[config.mk]
export PLATFORM = sky130hd
export DESIGN_NAME = operand_fetch
export DESIGN_NICKNAME = d
export VERILOG_FILES = /design/src/rtl/cpu_pkg.sv /design/src/rtl/bypass_mux.sv /design/src/rtl/operand_fetch.sv
export SDC_FILE = /design/constraint.sdc
export NUM_CORES = 1
export LEC_CHECK = 0
export BUFFER_PORTS_ARGS = -buffer_cell sky130_fd_sc_hd__buf_2
export CAP_MARGIN = 10
export CORE_MARGIN = 2
export CORE_UTILIZATION = 42
export CTS_CLUSTER_DIAMETER = 60
export DETAILED_ROUTE_END_ITERATION = 10
export PLACE_DENSITY = 0.78
export SLEW_MARGIN = 20
export SYNTH_ARGS = -nofsm -noshare
export SYNTH_HDL_FRONTEND = slang
export SYNTH_SLANG_ARGS = --single-unit
[constraint.sdc]
create_clock -name clk -period 1.7 [get_ports clk]
set_input_delay 0.085 -clock clk [delete_from_list [all_inputs] [get_ports clk]]
set_output_delay 0.085 -clock clk [all_outputs]
set_load 0.02 [all_outputs]
[src/rtl/cpu_pkg.sv]
// Shared CPU datapath constants and types used by the operand-fetch stage.
package cpu_pkg;

  localparam int unsigned WORD_SIZE   = 32;
  localparam int unsigned INDEX_WIDTH = 4;
  localparam int unsigned OP_WIDTH    = 6;
  localparam int unsigned IMM_WIDTH   = 16;

  typedef struct packed {
    logic [OP_WIDTH-1:0]    op;
    logic [IMM_WIDTH-1:0]   imm;
    logic [INDEX_WIDTH-1:0] rs1;
    logic [INDEX_WIDTH-1:0] rs2;
    logic                   use1;
    logic                   use2;
    logic [INDEX_WIDTH-1:0] rd;
    logic                   wr;
  } dec_instr_t;

  typedef struct packed {
    logic                   valid;
    logic                   wrtEn;
    logic [INDEX_WIDTH-1:0] regno;
    logic [WORD_SIZE-1:0]   data;
  } bypass_src_t;

endpackage

[src/rtl/bypass_mux.sv]
// Single-operand forwarding select: execute result, then writeback data, then regfile.
module bypass_mux
  import cpu_pkg::*;
(
  input  logic        use_src,
  input  logic [INDEX_WIDTH-1:0] rs,
  input  bypass_src_t ex_src,
  input  logic        ex_is_load,
  input  bypass_src_t wb_src,
  input  logic [WORD_SIZE-1:0] rf_data,
  output logic [WORD_SIZE-1:0] data
);

  logic ex_hit;
  logic wb_hit;

  // A load in execute has no result yet; the stall logic covers that case.
  assign ex_hit = use_src & ex_src.valid & ex_src.wrtEn & !ex_is_load & (ex_src.regno == rs);
  assign wb_hit = use_src & wb_src.wrtEn & (wb_src.regno == rs);

  always_comb begin
    data = rf_data;
    if (ex_hit)
      data = ex_src.data;
    else if (wb_hit)
      data = wb_src.data;
  end

endmodule

[src/rtl/operand_fetch.sv]
// Decode-to-execute stage: regfile read, EX/WB forwarding, load-use stall, output register.
module operand_fetch
  import cpu_pkg::*;
(
  input  logic                   clk,
  input  logic                   reset,
  input  logic                   in_valid,
  output logic                   in_ready,
  input  logic [OP_WIDTH-1:0]    in_op,
  input  logic [IMM_WIDTH-1:0]   in_imm,
  input  logic [INDEX_WIDTH-1:0] in_rs1,
  input  logic [INDEX_WIDTH-1:0] in_rs2,
  input  logic                   in_use1,
  input  logic                   in_use2,
  input  logic [INDEX_WIDTH-1:0] in_rd,
  input  logic                   in_wr,
  output logic [INDEX_WIDTH-1:0] rf_regno1,
  output logic [INDEX_WIDTH-1:0] rf_regno2,
  input  logic [WORD_SIZE-1:0]   rf_data1,
  input  logic [WORD_SIZE-1:0]   rf_data2,
  input  logic                   ex_valid,
  input  logic                   ex_wrtEn,
  input  logic [INDEX_WIDTH-1:0] ex_wrtRegno,
  input  logic [WORD_SIZE-1:0]   ex_result,
  input  logic                   ex_is_load,
  input  logic                   wb_wrtEn,
  input  logic [INDEX_WIDTH-1:0] wb_wrtRegno,
  input  logic [WORD_SIZE-1:0]   wb_data,
  input  logic                   flush,
  output logic                   out_valid,
  input  logic                   out_ready,
  output logic [OP_WIDTH-1:0]    out_op,
  output logic [IMM_WIDTH-1:0]   out_imm,
  output logic [INDEX_WIDTH-1:0] out_rd,
  output logic                   out_wr,
  output logic [WORD_SIZE-1:0]   out_a,
  output logic [WORD_SIZE-1:0]   out_b
);

  dec_instr_t           dec;
  bypass_src_t          ex_src;
  bypass_src_t          wb_src;
  logic [WORD_SIZE-1:0] opnd_a;
  logic [WORD_SIZE-1:0] opnd_b;
  logic                 hz;
  logic                 slot_free;
  logic                 take;

  assign dec = '{op: in_op, imm: in_imm, rs1: in_rs1, rs2: in_rs2,
                 use1: in_use1, use2: in_use2, rd: in_rd, wr: in_wr};

  assign ex_src = '{valid: ex_valid, wrtEn: ex_wrtEn, regno: ex_wrtRegno, data: ex_result};
  assign wb_src = '{valid: 1'b1, wrtEn: wb_wrtEn, regno: wb_wrtRegno, data: wb_data};

  assign rf_regno1 = dec.rs1;
  assign rf_regno2 = dec.rs2;

  bypass_mux u_byp_a (
    .use_src    (dec.use1),
    .rs         (dec.rs1),
    .ex_src     (ex_src),
    .ex_is_load (ex_is_load),
    .wb_src     (wb_src),
    .rf_data    (rf_data1),
    .data       (opnd_a)
  );

  bypass_mux u_byp_b (
    .use_src    (dec.use2),
    .rs         (dec.rs2),
    .ex_src     (ex_src),
    .ex_is_load (ex_is_load),
    .wb_src     (wb_src),
    .rf_data    (rf_data2),
    .data       (opnd_b)
  );

  assign hz = in_valid & ex_valid & ex_wrtEn & ex_is_load &
              ((dec.use1 & (dec.rs1 == ex_wrtRegno)) |
               (dec.use2 & (dec.rs2 == ex_wrtRegno)));

  assign slot_free = !out_valid | out_ready;
  assign in_ready  = slot_free & !hz;
  assign take      = in_valid & in_ready & !flush;

  always_ff @(posedge clk or negedge reset) begin
    if (!reset) begin
      out_valid <= 1'b0;
      out_op    <= '0;
      out_imm   <= '0;
      out_rd    <= '0;
      out_wr    <= 1'b0;
      out_a     <= '0;
      out_b     <= '0;
    end else if (flush) begin
      out_valid <= 1'b0;
    end else if (slot_free) begin
      out_valid <= in_valid & !hz;
      if (take) begin
        out_op  <= dec.op;
        out_imm <= dec.imm;
        out_rd  <= dec.rd;
        out_wr  <= dec.wr;
        out_a   <= opnd_a;
        out_b   <= opnd_b;
      end
    end
  end

endmodule

Yosys cells after proc, flatten, opt, wreduce, memory -nomap -nowiden
Cells that the tools add are included.

Flip-flop bits (word level): 92. Bits of input ports: 182. Output and inout bits: 101. Word-level logic and storage cells: 50.

Equal/unequal tests: 6. Multiplexer cells: 6. Bitwise logic cells: 25. Reduce and logical (&&, ||, !) cells: 6.

Operators by type and width (number): $mux W32 (4); $eq A4 B4 Y1 (6); $and A1 B1 Y1 (22); $logic_not A1 Y1 (4); $reduce_and A3 Y1 (1); $mux W1 (2); $or A1 B1 Y1 (2); $reduce_bool A2 Y1 (1); $not A1 Y1 (1).

Logic depth before layout (Yosys ltp)
Depth in word-level cells: 9. Depth in mapped cells: 8. Gate-level depth less buffers: 5.

Modules after synthesis
Synthesis repeated with hierarchy kept, for this count alone.

Cell total of the unflattened synthesis: 565. Area, all modules: 6147.1 um^2.

Modules (own cells, without submodules): operand_fetch (instances 1, cells an instance 223, area each 4095.2 um^2, seq. area each 2302.2 um^2); bypass_mux (instances 2, cells an instance 171, area each 1026.0 um^2, seq. area each 0.0 um^2).

Worst setup path after synthesis
Ideal clock, no wire load.

Path kind: flip-flop to flip-flop. From: register out_valid. To: register out_a[0]. Library setup time: 0.067 ns. Data arrival time: 1.761 ns. Required time: 1.633 ns. Setup slack: -0.128 ns. Cell stages (with the launch flop): 8. Path buffers: 3. Clock period less this slack: 1.828 ns. Path through: dfrtp_1 nand2b_1 and3b_1 clkbuf_1 clkbuf_1 clkbuf_1 o21a_1 a32o_1.

Word-level cells in the longest chain between the ends: 6.

Ends and longest elaborated chain: start, declared (line operand_fetch.sv:30) `output logic out_valid,`; start signal, assigned (line operand_fetch.sv:98) `out_valid <= in_valid & !hz;`; $logic_not A1 Y1 (*) (line operand_fetch.sv:82) `assign slot_free = !out_valid | out_ready;`; $or A1 B1 Y1 (*) (line operand_fetch.sv:82); $and A1 B1 Y1 (line operand_fetch.sv:83) `assign in_ready = slot_free & !hz;`; $and A1 B1 Y1 (2 in a row) (line operand_fetch.sv:84) `assign take = in_valid & in_ready & !flush;`; $reduce_and A3 Y1 (no line) (*); end signal, assigned (line operand_fetch.sv:104) `out_a <= opnd_a;`; end, declared (line operand_fetch.sv:36) `output logic [WORD_SIZE-1:0] out_a,`.

Mark *: on every way between the ends. The rest lies on a longest branch, timed or not. A chain may end at the register's enable or synchronous reset.

Final worst setup path
From: input port in_rs1[0]. To: output port in_ready.

Word-level cells in the longest chain between the ends: 6.

Ends and longest elaborated chain: start, declared (line operand_fetch.sv:11) `input logic [INDEX_WIDTH-1:0] in_rs1,`; $eq A4 B4 Y1 (line operand_fetch.sv:79) `((dec.use1 & (dec.rs1 == ex_wrtRegno)) |`; $and A1 B1 Y1 (line operand_fetch.sv:79); $or A1 B1 Y1 (line operand_fetch.sv:79); $and A1 B1 Y1 (line operand_fetch.sv:78) `assign hz = in_valid & ex_valid & ex_wrtEn & ex_is_load &`; $logic_not A1 Y1 (line operand_fetch.sv:83); $and A1 B1 Y1 (line operand_fetch.sv:83); end, declared (line operand_fetch.sv:8) `output logic in_ready,`.

Every way passes these cells.

==> results.toml <==
[final_layout]
layout_commonest_cell = "buf_2"
final_cell_mix = "buf_2 (281), dfrtp_1 (92), a31oi_1 (64), a32o_1 (64), nor4_1 (62)"
nFillCells = 1121
layout-drive-gt1-share = 0.460
syn2layout_area_growth_pct = 44.9
stdcell_count = 1074
multi_input_area_sq_mm = 0.00312
final_nets = 1074
final_cell_area_sq_mm = 0.00833
layout.area.seq_sq_mm = 0.00230

[route]
drtPass1Iterations = 6
drtAntennaViolNets = 0
drtIter0Drc = 681
detail_route.wl_per_cell_um = 21.9
via_count = 6652
wirelength_um = 23500
via_per_inst = 6.19
remaining_drc_errors = 0

[outcome]
violations = "negative setup slack"
status = "finished with violations"

[worst_hold_path]
worstHoldStart = "ex_result[30]"
hold_path_class = "input port to register"

[die]
die-area_sq_mm = 0.0146
core.rowCount = 42
start_util = 0.432
io_pins = 283
die-width_um = 121
fp.coreArea_sq_mm = 0.0133
dieHeight_um = 121

[timing]
fin_ws_ns = -0.00157
rsz0062_at_grt = "yes"
hold_viol = 0
tns_ns = -0.00157
fmax_ghz = 0.588
final_max_slew_viol_count = 0
slew_headroom = 0.308
tightest_slew_ns = 1.04
setup_viol = 1
final.min_clock_period_ns = 1.70
fin_skew_ns = 0.00561
finalCritPeriodShare = 1.00

[worst_setup_path]
worstSetupEndpointType = "output port"
startpoint_type = "input port"
cp_slowest_stage_delay_ns = 0.58
cpMaxStageDelayCell = "or4_4"
path_cells = "buf_2, or2b_1, o2111ai_2, buf_4, or4_4, and3_4, buf_2"
cp_common_cell = "buf_2"
required_ns = 1.62
worstReg2RegStart = "out_valid"
crit_fanout = 5
critPathKind = "input port to output port"
arrival_ns = 1.62
r2r_slack_ns = 0.12
cp-startpoint = "in_rs1[0]"

[clocking]
path_clk_slew_ns = 0.07
clock_path_buffers = 2
root_buffer = "clkbuf_16"
clk_latency_ns = 0.35
numCtsBuffers = 9
cts_tree = "built"
cts_sinks = 92
cts_setup_buffers = 0
htreeDepth = 3

[place]
place_inst = 1027
place_ws_ns = -0.357
dp_hpwl_um = 16500
dpl_cell_area_sq_mm = 0.00769
portBuffers = 282
gp_congestion = 0.861

[synth]
synth_area_leader_cell = "dfrtp_1"
syn_nets = 767
yosysWarnings = 0
yosys_most_used_dff = "dfrtp_1"
ys_seq_area_frac = 0.401
ys_async_sr_fraction = 1.00
synth.top_cell.area_share = 0.401
synth_edf_count = 0
syn_inst = 585
ys_ff_latch = 92
yosysUniqueCellTypes = 38
syn_area_sq_mm = 0.00575
yosys-top-cells-area = "dfrtp_1 (40%), a32o_1 (11%), o21a_1 (7.6%), nor4_1 (7.2%), a31oi_1 (7.0%)"
synth_area_per_cell_sq_um = 9.82

[pwr]
power_density_mw_per_mm2 = 873
total_power_w = 0.00727
ir_worst_vdd_mv = 0.625
p_leak_nw = 3.79

[global_routing]
grt-ovfl-total = 0
grt_max_degree = 46
first_global_vias = 6531
grt_usage = 0.312
grt_pass1_wl_um = 35300
antenna_found_initial = 1

[flow_run]
cap_violations = 0
-- cells in the mapped netlist, types with 2 or more instances --
library cell / instances
nor4_1: 66
nand4_1: 2
clkbuf_1: 49
o21a_1: 58
nor3_1: 4
a31oi_1: 64
mux2_4: 20
buf_12: 2
dfrtp_1: 92
xnor2_1: 3
o21ai_1: 55
o21ai_0: 10
buf_2: 22
nand2b_1: 2
buf_4: 8
inv_1: 3
nand3b_1: 2
or4_1: 3
buf_6: 4
a32o_1: 64
a21oi_1: 6
xor2_1: 6
or3_1: 2
nor2b_1: 12
nand2_1: 2
mux2_2: 7
nor2_1: 6
-- cell families after synthesis --
| logic type | synth area share |
|---|---|
| and+or+nand+nor | 0.119 |
| AOI/OAI and AO/OA | 0.322 |
| DFF | 0.401 |
| buffers and inverters | 0.0784 |
| muxes | 0.0660 |
| xor gates and xnor gates | 0.0137 |
-- worst paths after layout --
kind                              to  depth (start not counted)
hold / removal             out_a[30]                          3
min in group asynchronous   out_b[5]                          2
max in group asynchronous  out_a[29]                          3
setup reg to reg           out_a[12]                          6
hold reg to reg             out_b[8]                          1
setup / recovery            in_ready                          7
-- layout make-up --
cell class	instances	area share
clock inverters	6	0.00646
flip-flops and latches	92	0.277
well taps	176	0.0265
clock buffers	10	0.0287
repair buffers	380	0.286
multi-input cells	406	0.374
diodes	1	0.000301
inverters	3	0.00135
-- layer usage --
metal  wire length, um  GRT usage  vias to the layer above
li1                  -          -                     2955
met1              8640      0.378                     3100
met2             11200      0.519                      503
met3              2780     0.0874                       94
met4               877      0.129                        0
met5                 0          0                        -
-- worst max-delay path: cells and delay by family --
family / cells / cell delay, ns
buf+inv: 3 / 0.44
simple gates: 3 / 0.95
compound gates: 1 / 0.13
-- through the flow --
step / hold WS (ns) / util
after floorplan: -0.211 / -
after global placement: 0.102 / 0.579
after detailed placement: 0.107 / 0.579
after CTS: 0.109 / 0.623
after global routing: 0.124 / 0.626
final: 0.120 / 0.626
-- power breakdown --
part           switching, W  internal, W
Sequential         0.000221      0.00255
Clock              0.000945      0.00106
Combinational       0.00142      0.00107
Total               0.00259      0.00468
-- what timing repair did --
| action | CTS | global route |
|---|---|---|
| cloned | 0 | 1 |
| pin swaps | 1 | 1 |
| gates resized for setup | 0 | 9 |
| endpoints found under the hold margin | 65 | 0 |
| setup endpoints to repair | 7 | 83 |
| hold buffers | 29 | 0 |
-- registers in the layout, summed over array words and instances, names as in the netlist --
name / count
out_a: 32
out_b: 32
out_imm: 16
out_op: 6
out_rd: 4
out_valid: 1
out_wr: 1
No activity file was read; power rests on OpenSTA's default activity.
